**config.mk**
```make
export PLATFORM = sky130hd
export DESIGN_NAME = rr_arbiter_n
export DESIGN_NICKNAME = d
export VERILOG_FILES = /design/src/rtl/arb_pkg.sv /design/src/rtl/rr_pick.sv /design/src/rtl/rr_arbiter_n.sv
export SDC_FILE = /design/constraint.sdc
export NUM_CORES = 1
export LEC_CHECK = 0
export BUFFER_PORTS_ARGS = -buffer_cell sky130_fd_sc_hd__clkbuf_2
export CORE_MARGIN = 2
export CORE_UTILIZATION = 40
export CTS_BUF_LIST = sky130_fd_sc_hd__clkbuf_4 sky130_fd_sc_hd__clkbuf_8
export CTS_CLUSTER_DIAMETER = 60
export DETAILED_ROUTE_END_ITERATION = 12
export GPL_TIMING_DRIVEN = 0
export HOLD_SLACK_MARGIN = 0.06
export PLACE_DENSITY_LB_ADDON = 0.25
export SLEW_MARGIN = 20
export SYNTH_ARGS = -nofsm -noshare
export SYNTH_HDL_FRONTEND = slang
export SYNTH_SLANG_ARGS = --single-unit
export TNS_END_PERCENT = 10
```
**constraint.sdc**
```tcl
create_clock -name clk -period 3.7 [get_ports clk]
set_clock_uncertainty 0.1 [all_clocks]
set_input_delay 0.555 -clock clk [delete_from_list [all_inputs] [get_ports clk]]
set_output_delay 0.555 -clock clk [all_outputs]
set_load 0.01 [all_outputs]
```
**src/rtl/arb_pkg.sv**
```systemverilog
// Shared types and helpers for the round-robin arbiter family.
package arb_pkg;

  typedef enum logic {
    IDLE = 1'b0,
    BUSY = 1'b1
  } arb_state_t;

  // Width of a counter that must reach max_hold; never narrower than one bit.
  function automatic int cnt_width(input int max_hold);
    return (max_hold < 1) ? 1 : $clog2(max_hold + 1);
  endfunction

endpackage

```
**src/rtl/rr_pick.sv**
```systemverilog
// Rotating-priority picker: first set bit of req_masked, searching from
// ptr+1 upward and wrapping mod N. Purely combinational.
module rr_pick #(
  parameter int N = 3
) (
  input  logic [N-1:0]         req_masked,
  input  logic [$clog2(N)-1:0] ptr,
  output logic                 any,
  output logic [$clog2(N)-1:0] win_id,
  output logic [N-1:0]         win_onehot
);
  localparam int IW = $clog2(N);

  logic [2*N-1:0] dbl_s;
  logic [N-1:0]   rot_s;
  int             sel_s;
  int             idx_s;

  // Double the vector so a plain shift rotates ptr+1 down to bit 0, then
  // priority-encode and map the offset back to an absolute index.
  always_comb begin
    dbl_s = {req_masked, req_masked} >> (int'(ptr) + 1);
    rot_s = dbl_s[N-1:0];
    sel_s = 0;
    for (int j = N - 1; j >= 0; j--) begin
      if (rot_s[j]) begin
        sel_s = j;
      end else begin
        sel_s = sel_s;
      end
    end
    idx_s      = int'(ptr) + 1 + sel_s;
    idx_s      = (idx_s >= N) ? (idx_s - N) : idx_s;
    any        = |req_masked;
    win_id     = IW'(idx_s);
    win_onehot = N'(1'b1) << idx_s;
  end

endmodule

```
**src/rtl/rr_arbiter_n.sv**
```systemverilog
// N-way round-robin arbiter with bounded burst ownership, immediate handover
// and registered one-hot grant, binary grant index and valid flag.
module rr_arbiter_n
  import arb_pkg::*;
#(
  parameter int N        = 3,
  parameter int MAX_HOLD = 4
) (
  input  logic                 clk,
  input  logic                 rst,
  input  logic [N-1:0]         req,
  output logic [N-1:0]         gnt,
  output logic [$clog2(N)-1:0] gnt_id,
  output logic                 gnt_valid
);
  localparam int             IW       = $clog2(N);
  localparam int             CW       = cnt_width(MAX_HOLD);
  localparam logic [CW-1:0]  HOLD_MAX = CW'(MAX_HOLD);
  localparam logic [IW-1:0]  PTR_RST  = IW'(N - 1);

  arb_state_t    state_q, state_d;
  logic [IW-1:0] ptr_q, ptr_d;
  logic [CW-1:0] hold_q, hold_d;
  logic [N-1:0]  gnt_q, gnt_d;
  logic [IW-1:0] gnt_id_q, gnt_id_d;
  logic          valid_q, valid_d;

  logic [N-1:0]  pick_in_s;
  logic          pick_any_s;
  logic [IW-1:0] pick_id_s;
  logic [N-1:0]  pick_oh_s;
  logic          owner_req_s;

  // While busy the owner is masked out, so the picker sees exactly "others".
  assign pick_in_s   = (state_q == BUSY) ? (req & ~gnt_q) : req;
  assign owner_req_s = |(req & gnt_q);

  rr_pick #(.N(N)) u_pick (
    .req_masked (pick_in_s),
    .ptr        (ptr_q),
    .any        (pick_any_s),
    .win_id     (pick_id_s),
    .win_onehot (pick_oh_s)
  );

  // Next-state and next-output decisions.
  always_comb begin
    state_d  = state_q;
    ptr_d    = ptr_q;
    hold_d   = hold_q;
    gnt_d    = gnt_q;
    gnt_id_d = gnt_id_q;
    case (state_q)
      IDLE: begin
        if (pick_any_s) begin
          state_d  = BUSY;
          gnt_d    = pick_oh_s;
          gnt_id_d = pick_id_s;
          ptr_d    = pick_id_s;
          hold_d   = CW'(1);
        end else begin
          state_d  = IDLE;
        end
      end
      BUSY: begin
        if (owner_req_s && ((hold_q < HOLD_MAX) || !pick_any_s)) begin
          hold_d = (hold_q < HOLD_MAX) ? (hold_q + CW'(1)) : hold_q;
        end else if (pick_any_s) begin
          // Forced rotation and voluntary handover share the same winner.
          gnt_d    = pick_oh_s;
          gnt_id_d = pick_id_s;
          ptr_d    = pick_id_s;
          hold_d   = CW'(1);
        end else begin
          state_d = IDLE;
          gnt_d   = '0;
          hold_d  = '0;
        end
      end
      default: begin
        state_d = IDLE;
        gnt_d   = '0;
        hold_d  = '0;
      end
    endcase
    valid_d = |gnt_d;
  end

  // State and output registers with synchronous reset.
  always_ff @(posedge clk) begin
    if (rst) begin
      state_q  <= IDLE;
      ptr_q    <= PTR_RST;
      hold_q   <= '0;
      gnt_q    <= '0;
      gnt_id_q <= '0;
      valid_q  <= 1'b0;
    end else begin
      state_q  <= state_d;
      ptr_q    <= ptr_d;
      hold_q   <= hold_d;
      gnt_q    <= gnt_d;
      gnt_id_q <= gnt_id_d;
      valid_q  <= valid_d;
    end
  end

  assign gnt       = gnt_q;
  assign gnt_id    = gnt_id_q;
  assign gnt_valid = valid_q;

endmodule

```
==> qor.tcl, run 1 <==
set qor(status) {completed}
set qor(yosys.area.top_type_share_pct) 25.9
set qor(cp_data_arrival_time_ps) 3700
set qor(numCtsBuffers) 3
set qor(die_h_um) 50.1
set qor(timing.final.max_slew_violations) 0
set qor(gr_ovfl_total) 0
set qor(worst_setup_hold_path_clk_slew_ps) 70
set qor(nets) 135
set qor(worstHoldPathType) {reg2reg}
set qor(yosys-mux-area-fraction_pct) 3.82
set qor(totalNegativeSetupSlack_ps) 0
set qor(cts-htree-levels) 1
set qor(fin_ws_ps) 95.6
set qor(xor_xnor_share_of_the_synthesized_area_pct) 2.06
set qor(ctsLongestPathBuffers) 2
set qor(max_freq_mhz) 277
set qor(pwr-share-seq_pct) 14.8
set qor(timing_worst_setup_path_type) {reg2reg}
set qor(net-switching-power_uw) 498
set qor(final.fill_count) 183
set qor(place_hpwl_um) 1430
set qor(multi_input_area_um2) 682
set qor(holdWs_ps) 399
set qor(yosysTopAreaCell) {sky130_fd_sc_hd__dfxtp_1}
set qor(grt_pass1_vias) 783
set qor(critical_path.max_fanout) 10
set qor(yosys_warnings) 0
set qor(cellInternalPower_uw) 665
set qor(synth_edf_count) 0
set qor(finish.instance_area_um2) 1120
set qor(placement.cell_area_um2) 942
set qor(mean_instance_size_in_the_synthesized_netlist_um2) 8.42
set qor(cts_hold_buf) 0
set qor(rows) 16
set qor(n_antenna_cell) 0
set qor(synth_cell_types) 43
set qor(finalWorstPathRequiredPeriod_ps) 3600
set qor(wirelength_um) 1980
set qor(cts.root.buffer_cell) {sky130_fd_sc_hd__clkbuf_4}
set qor(fp.dieW_um) 50.1
set qor(fp.coreArea_um2) 1980
set qor(synth_adder_area_share_pct) 11.2
set qor(post_placement_worst_setup_slack_ps) -387
set qor(place.detailed.instances) 138
set qor(synthSimpleGateAreaFrac_pct) 24.7
set qor(place.gp.congestion) 0.756
set qor(worst_skew_pair.late_latency_ps) 270
set qor(die_area_um2) 2510
set qor(combPwrFrac_pct) 77.5
set qor(crit_required_ps) 3790
set qor(antenna_left) 0
set qor(grt_start_max_net_pins) 11
set qor(ys.flop_type) {sky130_fd_sc_hd__dfxtp_1}
set qor(initial_core_util_pct) 42.9
set qor(synth-compound-area-share_pct) 27.8
set qor(postSynth.asyncResetShare_pct) 0
set qor(synthesis.instances) 101
set qor(postSynthRegisterBits) 11
set qor(cts_tree) {done}
set qor(grt.total_usage_pct) 17.6
set qor(area_delta_synth_final_pct) 31.3
set qor(vdd_drop_max_uv) 706
set qor(sequential_fraction_of_the_synthesis_area_pct) 25.9
set qor(power_density_nw_per_um2) 1040
set qor(grt_first_pass_wirelength_um) 3410
set qor(io-pin-count) 11
set qor(buffer_ports.inserted) 10
set qor(max_cap_viol_count) 0
set qor(drcViolationCount) 0
set qor(tightestPinTransition_ps) 694
set qor(slew_headroom_pct) 53.7
set qor(num_vias) 835
set qor(dr.first_iter.drc_count) 26
set qor(final-seq-area_um2) 220
set qor(yosys.cell_count.top_type) {sky130_fd_sc_hd__dfxtp_1}
set qor(dr.pass1.iters) 4
set qor(switching_share_pct) 42.8
set qor(synthTopCellsByArea) {sky130_fd_sc_hd__dfxtp_1 (26%), sky130_fd_sc_hd__ha_1 (8.8%), sky130_fd_sc_hd__a21oi_1 (4.1%)}
set qor(combinational_family_with_the_most_area_after_synthesis) {compound AO/OA/AOI/OAI gates}
set qor(synth_top_cells_by_count) {sky130_fd_sc_hd__dfxtp_1 (11), sky130_fd_sc_hd__nor2_1 (8), sky130_fd_sc_hd__a21oi_1 (7)}
set qor(stdcell_count) 149
set qor(setup_viol) 0
set qor(clockPowerShare_pct) 7.7
set qor(syn_nets) 113
set qor(cp-start-kind) {register}
set qor(detail_route.vias_per_cell) 5.60
set qor(final_period_utilization_pct) 97.4
set qor(wl_per_cell_um) 13.3
set qor(antenna_found_initial) 0
set qor(final_hold_viol_count) 0
set qor(syn_area_um2) 851
set qor(fraction_of_layout_cells_with_a_size_suffix_above_1_pct) 36.9
set qor(cts_num_sinks) 11
set qor(power.leakage_uw) 0.000470
set qor(worst_setup_path_end_kind) {register}
## stage by stage
step	total power, uW	util (%)
3_5_place_dp	822	47.5
3_3_place_gp	802	47.5
2_1_floorplan	692	-
5_1_grt	1270	56.4
4_1_cts	993	51.6
6_report	1160	56.4
## flip-flops by register name (all words and copies together) (netlist names)
name	count
gnt	3
hold_q	3
gnt_id	2
gnt_valid	1
ptr_q	1
state_q	1
## cell families after synthesis
family / after synthesis
xor gates and xnor gates: 2
and+or+nand+nor: 35
adders and majority gates: 7
DFF: 11
AOI/OAI and AO/OA: 34
muxes: 3
buffers and inverters: 9
## power groups by stage
stage,Clock [uW],Combinational [uW],Sequential (uW)
global route,98.9,991,176
global placement,0,632,170
floorplan,0,521,171
finish,90.0,901,172
detailed placement,0,651,171
CTS,88.5,734,170
## worst max-delay path, cell delays in order (launching register included)
cell and delay (ps):
sky130_fd_sc_hd__dfxtp_1 310, sky130_fd_sc_hd__buf_6 140, sky130_fd_sc_hd__a21boi_4 190, sky130_fd_sc_hd__buf_6 130, sky130_fd_sc_hd__nor2b_2 140, sky130_fd_sc_hd__a21oi_2 70
sky130_fd_sc_hd__o31a_1 320, sky130_fd_sc_hd__fa_2 640, sky130_fd_sc_hd__inv_2 70, sky130_fd_sc_hd__ha_4 180, sky130_fd_sc_hd__nor3b_4 210, sky130_fd_sc_hd__a21oi_2 120
sky130_fd_sc_hd__mux2_4 310, sky130_fd_sc_hd__or4b_1 500, sky130_fd_sc_hd__o211ai_1 100
## path summary, 6_finish.rpt
check | startpoint | end | slack [ps] | cells past startpoint
min reg2reg | gnt_id[1] | gnt_id[1] | 400 | 2
max reg2reg | state_q | gnt_valid | 100 | 14
min | gnt_id[1] | gnt_id[1] | 400 | 2
max | state_q | gnt_valid | 100 | 14
## what timing repair did
| item | 4_1_cts | 5_1_grt |
|---|---|---|
| cloned | 0 | 0 |
| endpoints found under the setup margin | 6 | 6 |
| resized for setup | 5 | 18 |
| pin swaps | 2 | 9 |
| setup buffers | 3 | 4 |
## cell usage in the layout, fill, tap and decap left out, types with 2 or more instances in the layout
cell type / synthesis / final
sky130_fd_sc_hd__a211oi_1: 4 / 4
sky130_fd_sc_hd__a21boi_4: 0 / 2
sky130_fd_sc_hd__a21oi_1: 7 / 5
sky130_fd_sc_hd__a21oi_2: 0 / 2
sky130_fd_sc_hd__a32oi_1: 3 / 3
sky130_fd_sc_hd__and2_1: 2 / 2
sky130_fd_sc_hd__buf_4: 1 / 7
sky130_fd_sc_hd__buf_6: 0 / 2
sky130_fd_sc_hd__clkbuf_2: 0 / 10
sky130_fd_sc_hd__clkbuf_4: 0 / 4
sky130_fd_sc_hd__dfxtp_1: 11 / 11
sky130_fd_sc_hd__ha_1: 6 / 4
sky130_fd_sc_hd__inv_1: 6 / 5
sky130_fd_sc_hd__nand2_1: 6 / 6
sky130_fd_sc_hd__nor2_1: 8 / 7
sky130_fd_sc_hd__nor2b_2: 1 / 3
sky130_fd_sc_hd__nor3_1: 3 / 3
sky130_fd_sc_hd__nor3b_2: 1 / 2
sky130_fd_sc_hd__o21a_1: 2 / 2
sky130_fd_sc_hd__o21ai_0: 5 / 5
## layer usage
layer / vias to the layer above / global-route usage (%) / share of wire [%]
li1: 423 / - / -
met4: 0 / 5.56 / 0.76
met2: 17 / 28.9 / 47
met3: 4 / 1.82 / 3.4
met1: 391 / 23.9 / 49
met5: - / 0 / 0
## final cells by class
class / count / area share (%)
clock buffers: 4 / 2.69
well taps: 27 / 3.02
multi-input cells: 81 / 61.0
inverters: 6 / 2.02
plain buffers: 3 / 2.02
flip-flops and latches: 11 / 19.7
repair buffers: 17 / 9.52
(Power assumes the default switching activity.)
==> inputs of run 2 (changes only) <==
CTS_CLUSTER_DIAMETER = 150   (was 60)
GPL_TIMING_DRIVEN = default   (was 0)
==> run 2 against run 1 <==
First-iteration DRC count is 38% lower. Largest cell class unchanged. Register-to-register slack better by 140 ps. Die area stayed put. Final cell count is 3.4% higher. Combinational power is 8.1% lower. Largest power group unchanged. Setup slack better by 96 ps. Highest routed layer unchanged. Clock power is 6.4% lower. Critical endpoint unchanged.
==> qor.tcl, run 2 (same netlist as run 1, synthesis figures left out) <==
set qor(io-pin-count) 11 ;# unchanged
set qor(use_met1_pct) 22.8 ;# was 23.9%
set qor(area_delta_synth_final_pct) 31.2 ;# was 31.3%
set qor(nets) 140 ;# was 135
set qor(gr_ovfl_total) 0 ;# unchanged
set qor(most-common-layout-cells) {sky130_fd_sc_hd__buf_4 (15), sky130_fd_sc_hd__dfxtp_1 (10), sky130_fd_sc_hd__clkbuf_2 (10)} ;# was sky130_fd_sc_hd__dfxtp_1 (11), sky130_fd_sc_hd__clkbuf_2 (10), sky130_fd_sc_hd__nor2_1 (7), sky130_fd_sc_hd__buf_4 (7), sky130_fd_sc_hd__nand2_1 (6)
set qor(cts_tree) {done} ;# unchanged
set qor(post-layout-total-power_uw) 1080 ;# was 1160 uW
set qor(worst_skew_pair.late_latency_ps) 250 ;# was 270 ps
set qor(cts_hold_buf) 0 ;# unchanged
set qor(wirelength_um) 1860 ;# was 1980 um
set qor(grt_start_max_net_pins) 13 ;# was 11
set qor(rows) 16 ;# unchanged
set qor(worst_setup_hold_path_clk_slew_ps) 70 ;# about the same
set qor(ctsLongestPathBuffers) 2 ;# unchanged
set qor(met3_usage_pct) 1.82 ;# unchanged
set qor(buffer_ports.inserted) 10 ;# unchanged
set qor(drcViolationCount) 0 ;# unchanged
set qor(final.fill_count) 193 ;# was 183
set qor(power_density_nw_per_um2) 971 ;# was 1040 nW/um2
set qor(holdWs_ps) 405 ;# was 399 ps
set qor(max_cap_viol_count) 0 ;# unchanged
set qor(critical_path.cell_chain) {clkbuf_2 -> a21boi_4 -> nor2_1 -> and2_1 -> a31oi_1 -> a21oi_1 -> ha_1 -> inv_1 -> fa_2 -> nor2b_2 -> nor2_1 -> ha_1 -> or4b_2 -> mux2i_1 -> a32oi_1 -> o211ai_1} ;# was buf_6 -> a21boi_4 -> buf_6 -> nor2b_2 -> a21oi_2 -> o31a_1 -> fa_2 -> inv_2 -> ha_4 -> nor3b_4 -> a21oi_2 -> mux2_4 -> or4b_1 -> o211ai_1
set qor(max_freq_mhz) 285 ;# was 277 MHz
set qor(timing.final.max_slew_violations) 0 ;# unchanged
set qor(cp_data_arrival_time_ps) 3590 ;# was 3700 ps
set qor(setup_viol) 0 ;# unchanged
set qor(timing.critical_path.slowest_cell_delay_ps) 590 ;# was 640 ps
set qor(placement.cell_area_um2) 1030 ;# was 942 um2
set qor(antenna_left) 0 ;# unchanged
set qor(cts_num_sinks) 11 ;# unchanged
set qor(final_period_utilization_pct) 94.8 ;# was 97.4%
set qor(tightestPinTransition_ps) 662 ;# was 694 ps
set qor(initial_core_util_pct) 42.9 ;# unchanged
set qor(cp-start-kind) {primary input} ;# was register
set qor(grt_first_pass_wirelength_um) 3150 ;# was 3410 um
set qor(cts-htree-levels) 1 ;# unchanged
set qor(timing_worst_setup_path_type) {in2reg} ;# was reg2reg
set qor(stdcell_count) 154 ;# was 149
set qor(grt_busiest_layer) {met2} ;# unchanged
set qor(numCtsBuffers) 3 ;# unchanged
set qor(fp.coreArea_um2) 1980 ;# unchanged
set qor(cts.root.buffer_cell) {sky130_fd_sc_hd__clkbuf_4} ;# unchanged
set qor(final_hold_viol_count) 0 ;# unchanged
set qor(die_area_um2) 2510 ;# unchanged
set qor(status) {completed} ;# unchanged
set qor(n_antenna_cell) 0 ;# unchanged
set qor(post-route-util_pct) 56.3 ;# was 56.4%
set qor(cp_max_stage_cell) {sky130_fd_sc_hd__or4b_2} ;# was sky130_fd_sc_hd__fa_2
set qor(place_hpwl_um) 1420 ;# was 1430 um
set qor(worstHoldPathType) {reg2reg} ;# unchanged
set qor(critical_path.max_fanout) 4 ;# was 10
set qor(vdd_drop_max_uv) 714 ;# was 706 uV
set qor(place.gp.congestion) 0.805 ;# was 0.756
set qor(detail_route.vias_per_cell) 5.45 ;# was 5.60
set qor(fraction_of_layout_cells_with_a_size_suffix_above_1_pct) 36.2 ;# was 36.9%
set qor(dr.pass1.iters) 6 ;# was 4
set qor(finish.instance_area_um2) 1120 ;# about the same
set qor(dr.first_iter.drc_count) 16 ;# was 26
set qor(grt_pass1_vias) 753 ;# was 783
set qor(final_common_cell) {sky130_fd_sc_hd__buf_4} ;# was sky130_fd_sc_hd__dfxtp_1
set qor(global_route.usage.met2_pct) 25.0 ;# was 28.9%
set qor(place.detailed.instances) 149 ;# was 138
set qor(num_vias) 839 ;# was 835
set qor(crit_required_ps) 3780 ;# was 3790 ps
set qor(die_h_um) 50.1 ;# unchanged
set qor(slew_headroom_pct) 55.8 ;# was 53.7%
set qor(finalWorstPathRequiredPeriod_ps) 3510 ;# was 3600 ps
set qor(antenna_found_initial) 0 ;# unchanged
set qor(worst_setup_path_end_kind) {register} ;# unchanged
set qor(wl_per_cell_um) 12.1 ;# was 13.3 um
set qor(grt.total_usage_pct) 15.5 ;# was 17.6%
set qor(power.leakage_uw) 0.000480 ;# was 0.000470 uW
set qor(fp.dieW_um) 50.1 ;# unchanged
[run 2: metrics by stage]
step | TNS (ps) | setup WS, ps
after global placement | -344 | -114
after CTS | 0 | 97.1
after global routing | -18.9 | -18.9
after detailed placement | -544 | -153
final | 0 | 192
after floorplan | 0 | 73.2
[run 2: metal layers]
layer  vias up  part of all wire, %
met4         0                 0.32
met5         -                    0
met1       387                   51
met3         2                  3.7
li1        431                    -
met2        19                   45
[run 2: critical path, delay by kind of cell]
| kind | cells | cell delay, ps |
|---|---|---|
| and+or+nand+nor | 5 | 1000 |
| buffers and inverters | 2 | 160 |
| muxes | 1 | 150 |
| adders and majority gates | 3 | 960 |
| AOI/OAI and AO/OA | 5 | 740 |
[run 2: final timing paths]
path | startpoint | end | slack (ps) | cells after the start
setup / recovery | req[2] | gnt_valid | 190 | 16
setup reg to reg | state_q | gnt_valid | 240 | 15
hold reg to reg | gnt_id[1] | gnt_id[1] | 400 | 2
hold / removal | gnt_id[1] | gnt_id[1] | 400 | 2
[run 2: what timing repair did]
action                                  CTS  global route
endpoints found under the hold margin     0             0
buffers inserted                          0             1
endpoints found under the setup margin    0             6
resized for setup                         0            10
[run 2: report_power, final]
group / total (uW) / internal [uW] / switching, uW / leakage (uW)
registers: 171 / 145 / 26.0 / 0.0000906
logic: 828 / 438 / 391 / 0.000371
clock network: 84.2 / 48.9 / 35.3 / 0.0000184
total: 1080 / 631 / 452 / 0.000480
[run 2: final cells by class]
class | count | area, um2 | area share, %
clock buffers | 4 | 30.0 | 2.69
inverters | 6 | 22.5 | 2.02
multi-input cells | 81 | 646 | 57.8
flip-flops and latches | 11 | 221 | 19.8
well taps | 27 | 33.8 | 3.03
repair buffers | 25 | 163 | 14.6
==> inputs of run 3 (changes only) <==
CORE_MARGIN = 3   (was 2)
RECOVER_POWER = 25   (was default)
==> run 3 against run 2 <==
Count of clock-buffer cells in the layout stayed put. Power decreased by 0.65%. Sequential cell count did not move. First-iteration DRC count fell by 6.3%. Global-route usage up 0.90 points. Critical endpoint unchanged. Largest cell class unchanged. Largest power group unchanged.
==> qor.tcl, run 3 (same netlist as run 1, synthesis figures left out) <==
set qor(wl_per_cell_um) 13.0 ;# was 12.1 um
set qor(final_hold_viol_count) 0 ;# unchanged
set qor(grt.total_usage_pct) 16.4 ;# was 15.5%
set qor(final-seq-area_um2) 221 ;# unchanged
set qor(holdWs_ps) 390 ;# was 405 ps
set qor(final_period_utilization_pct) 95.1 ;# was 94.8%
set qor(setup_viol) 0 ;# unchanged
set qor(stdcell_count) 154 ;# unchanged
set qor(post_placement_worst_setup_slack_ps) -160 ;# was -153 ps
set qor(dr.pass1.iters) 4 ;# was 6
set qor(place.detailed.instances) 150 ;# was 149
set qor(n_antenna_cell) 0 ;# unchanged
set qor(num_vias) 850 ;# was 839
set qor(grt_setup_unrepaired) {false}
set qor(numCtsBuffers) 3 ;# unchanged
set qor(die_area_um2) 2720 ;# was 2510 um2
set qor(power_density_nw_per_um2) 990 ;# was 971 nW/um2
set qor(min_delay_startpoint) {gnt_id[1]} ;# unchanged
set qor(cts_post_setup_buffers_inserted) 0 ;# unchanged
set qor(multi_input_area_um2) 624 ;# was 646 um2
set qor(worst_setup_hold_path_clk_slew_ps) 70 ;# about the same
set qor(cts_tree) {done} ;# unchanged
set qor(slew_headroom_pct) 54.4 ;# was 55.8%
set qor(gr_ovfl_total) 0 ;# unchanged
set qor(final.fill_count) 207 ;# was 193
set qor(wirelength_um) 2010 ;# was 1860 um
set qor(initial_core_util_pct) 42.9 ;# unchanged
set qor(ctsLongestPathBuffers) 2 ;# unchanged
set qor(rr_startpoint) {state_q} ;# unchanged
set qor(final_common_cell) {sky130_fd_sc_hd__buf_4} ;# unchanged
set qor(place.gp.congestion) 0.761 ;# was 0.805
set qor(max_freq_mhz) 284 ;# was 285 MHz
set qor(grt_pass1_vias) 786 ;# was 753
set qor(timing_worst_setup_path_type) {in2reg} ;# unchanged
set qor(fin_ws_ps) 181 ;# was 192 ps
set qor(nets) 140 ;# unchanged
set qor(antenna_found_initial) 0 ;# unchanged
set qor(worst_skew_pair.late_latency_ps) 280 ;# was 250 ps
set qor(worst_setup_path_end_kind) {register} ;# unchanged
set qor(worstReg2RegEnd) {gnt_valid} ;# unchanged
set qor(worstHoldPathType) {reg2reg} ;# unchanged
set qor(timing.final.max_slew_violations) 0 ;# unchanged
set qor(post-route-util_pct) 54.9 ;# was 56.3%
set qor(end_point_of_the_most_critical_hold_path) {gnt_id[1]} ;# unchanged
set qor(cts.root.buffer_cell) {sky130_fd_sc_hd__clkbuf_4} ;# unchanged
set qor(tightestPinTransition_ps) 683 ;# was 662 ps
set qor(rows) 16 ;# unchanged
set qor(antenna_left) 0 ;# unchanged
set qor(drcViolationCount) 0 ;# unchanged
set qor(grt_first_pass_wirelength_um) 3350 ;# was 3150 um
set qor(crit_required_ps) 3790 ;# was 3780 ps
set qor(grt_start_max_net_pins) 13 ;# unchanged
set qor(cp-start-kind) {primary input} ;# unchanged
set qor(fp.dieW_um) 52.1 ;# was 50.1 um
set qor(cts_num_sinks) 11 ;# unchanged
set qor(finalWorstPathRequiredPeriod_ps) 3520 ;# was 3510 ps
set qor(vdd_drop_max_uv) 496 ;# was 714 uV
set qor(most-common-layout-cells) {sky130_fd_sc_hd__buf_4 (14), sky130_fd_sc_hd__dfxtp_1 (10), sky130_fd_sc_hd__nor2_1 (8)} ;# was sky130_fd_sc_hd__buf_4 (15), sky130_fd_sc_hd__dfxtp_1 (10), sky130_fd_sc_hd__clkbuf_2 (10)
set qor(cp_data_arrival_time_ps) 3610 ;# was 3590 ps
set qor(max_cap_viol_count) 0 ;# unchanged
set qor(path_depth_of_the_worst_reg2reg_path) 15 ;# unchanged
set qor(cts-htree-levels) 1 ;# unchanged
set qor(fp.coreArea_um2) 1980 ;# unchanged
set qor(worstHoldPathCells) 2 ;# unchanged
set qor(dr.first_iter.drc_count) 15 ;# was 16
set qor(place_hpwl_um) 1550 ;# was 1420 um
set qor(critical_path.max_fanout) 6 ;# was 4
set qor(post-layout-total-power_uw) 1080 ;# about the same
set qor(status) {completed} ;# unchanged
set qor(detail_route.vias_per_cell) 5.52 ;# was 5.45
set qor(area_delta_synth_final_pct) 27.8 ;# was 31.2%
set qor(die_h_um) 52.1 ;# was 50.1 um
set qor(reg2reg_setup_slack_ps) 200 ;# was 240 ps
set qor(buffer_ports.inserted) 10 ;# unchanged
set qor(power.leakage_uw) 0.000464 ;# was 0.000480 uW
set qor(fraction_of_layout_cells_with_a_size_suffix_above_1_pct) 30.7 ;# was 36.2%
set qor(io-pin-count) 11 ;# unchanged
## run 3: changes by cell type in the layout (fill, tap and decap cells not counted), sizes merged
cell    previous run  this run
buf               15        14
clkbuf            14        15
## run 3: power breakdown
part,switching [uW],total (uW),internal [uW]
Sequential,23.7,168,145
Clock,44.2,93.3,49.1
Combinational,391,814,423
## run 3: final cells by class
type	instances	share of cell area (%)
repair buffers	25	14.3
multi-input cells	81	57.4
well taps	27	3.11
inverters	6	2.07
flip-flops and latches	11	20.4
clock buffers	4	2.76
## run 3: repair_timing
item	CTS	global route
gates resized for setup	0	6
hold buffers	0	0
endpoints found under the setup margin	0	5
## run 3: worst max-delay path, cell delays in order
cell and delay, ps:
sky130_fd_sc_hd__clkbuf_2 90, sky130_fd_sc_hd__a21boi_4 230, sky130_fd_sc_hd__nor2_1 80, sky130_fd_sc_hd__and2_1 150, sky130_fd_sc_hd__a31oi_1 140, sky130_fd_sc_hd__a21oi_1 90, sky130_fd_sc_hd__ha_1 210, sky130_fd_sc_hd__inv_1 70
sky130_fd_sc_hd__fa_2 460, sky130_fd_sc_hd__nor2b_2 150, sky130_fd_sc_hd__nor2_1 50, sky130_fd_sc_hd__ha_1 290, sky130_fd_sc_hd__or4b_2 580, sky130_fd_sc_hd__mux2i_1 150, sky130_fd_sc_hd__a32oi_1 130, sky130_fd_sc_hd__o211ai_1 180
## run 3: per-stage QoR
stage	instance area [um2]	setup TNS [ps]
after detailed placement	1040	-599
after global routing	1090	0
after floorplan	858	0
after global placement	1040	-539
final	1090	0
after CTS	1070	0
## run 3: how the worst max path moves through the flow
stage	start	depth (start not counted)	slack, ps	end
floorplan	req[0]	14	70	gnt_valid
global placement	req[2]	16	-160	gnt_valid
detailed placement	req[2]	16	-160	gnt_valid
CTS	req[2]	16	100	gnt_valid
global route	req[2]	16	8	gnt_valid
finish	req[2]	16	180	gnt_valid
## run 3: per-layer routing
| layer | global-route usage [%] | share of wire, % | up-vias |
|---|---|---|---|
| li1 | - | - | 437 |
| met1 | 22.7 | 52 | 398 |
| met2 | 25.7 | 45 | 11 |
| met3 | 1.72 | 2.1 | 4 |
| met4 | 6.55 | 1.0 | 0 |
| met5 | 0 | 0 | - |
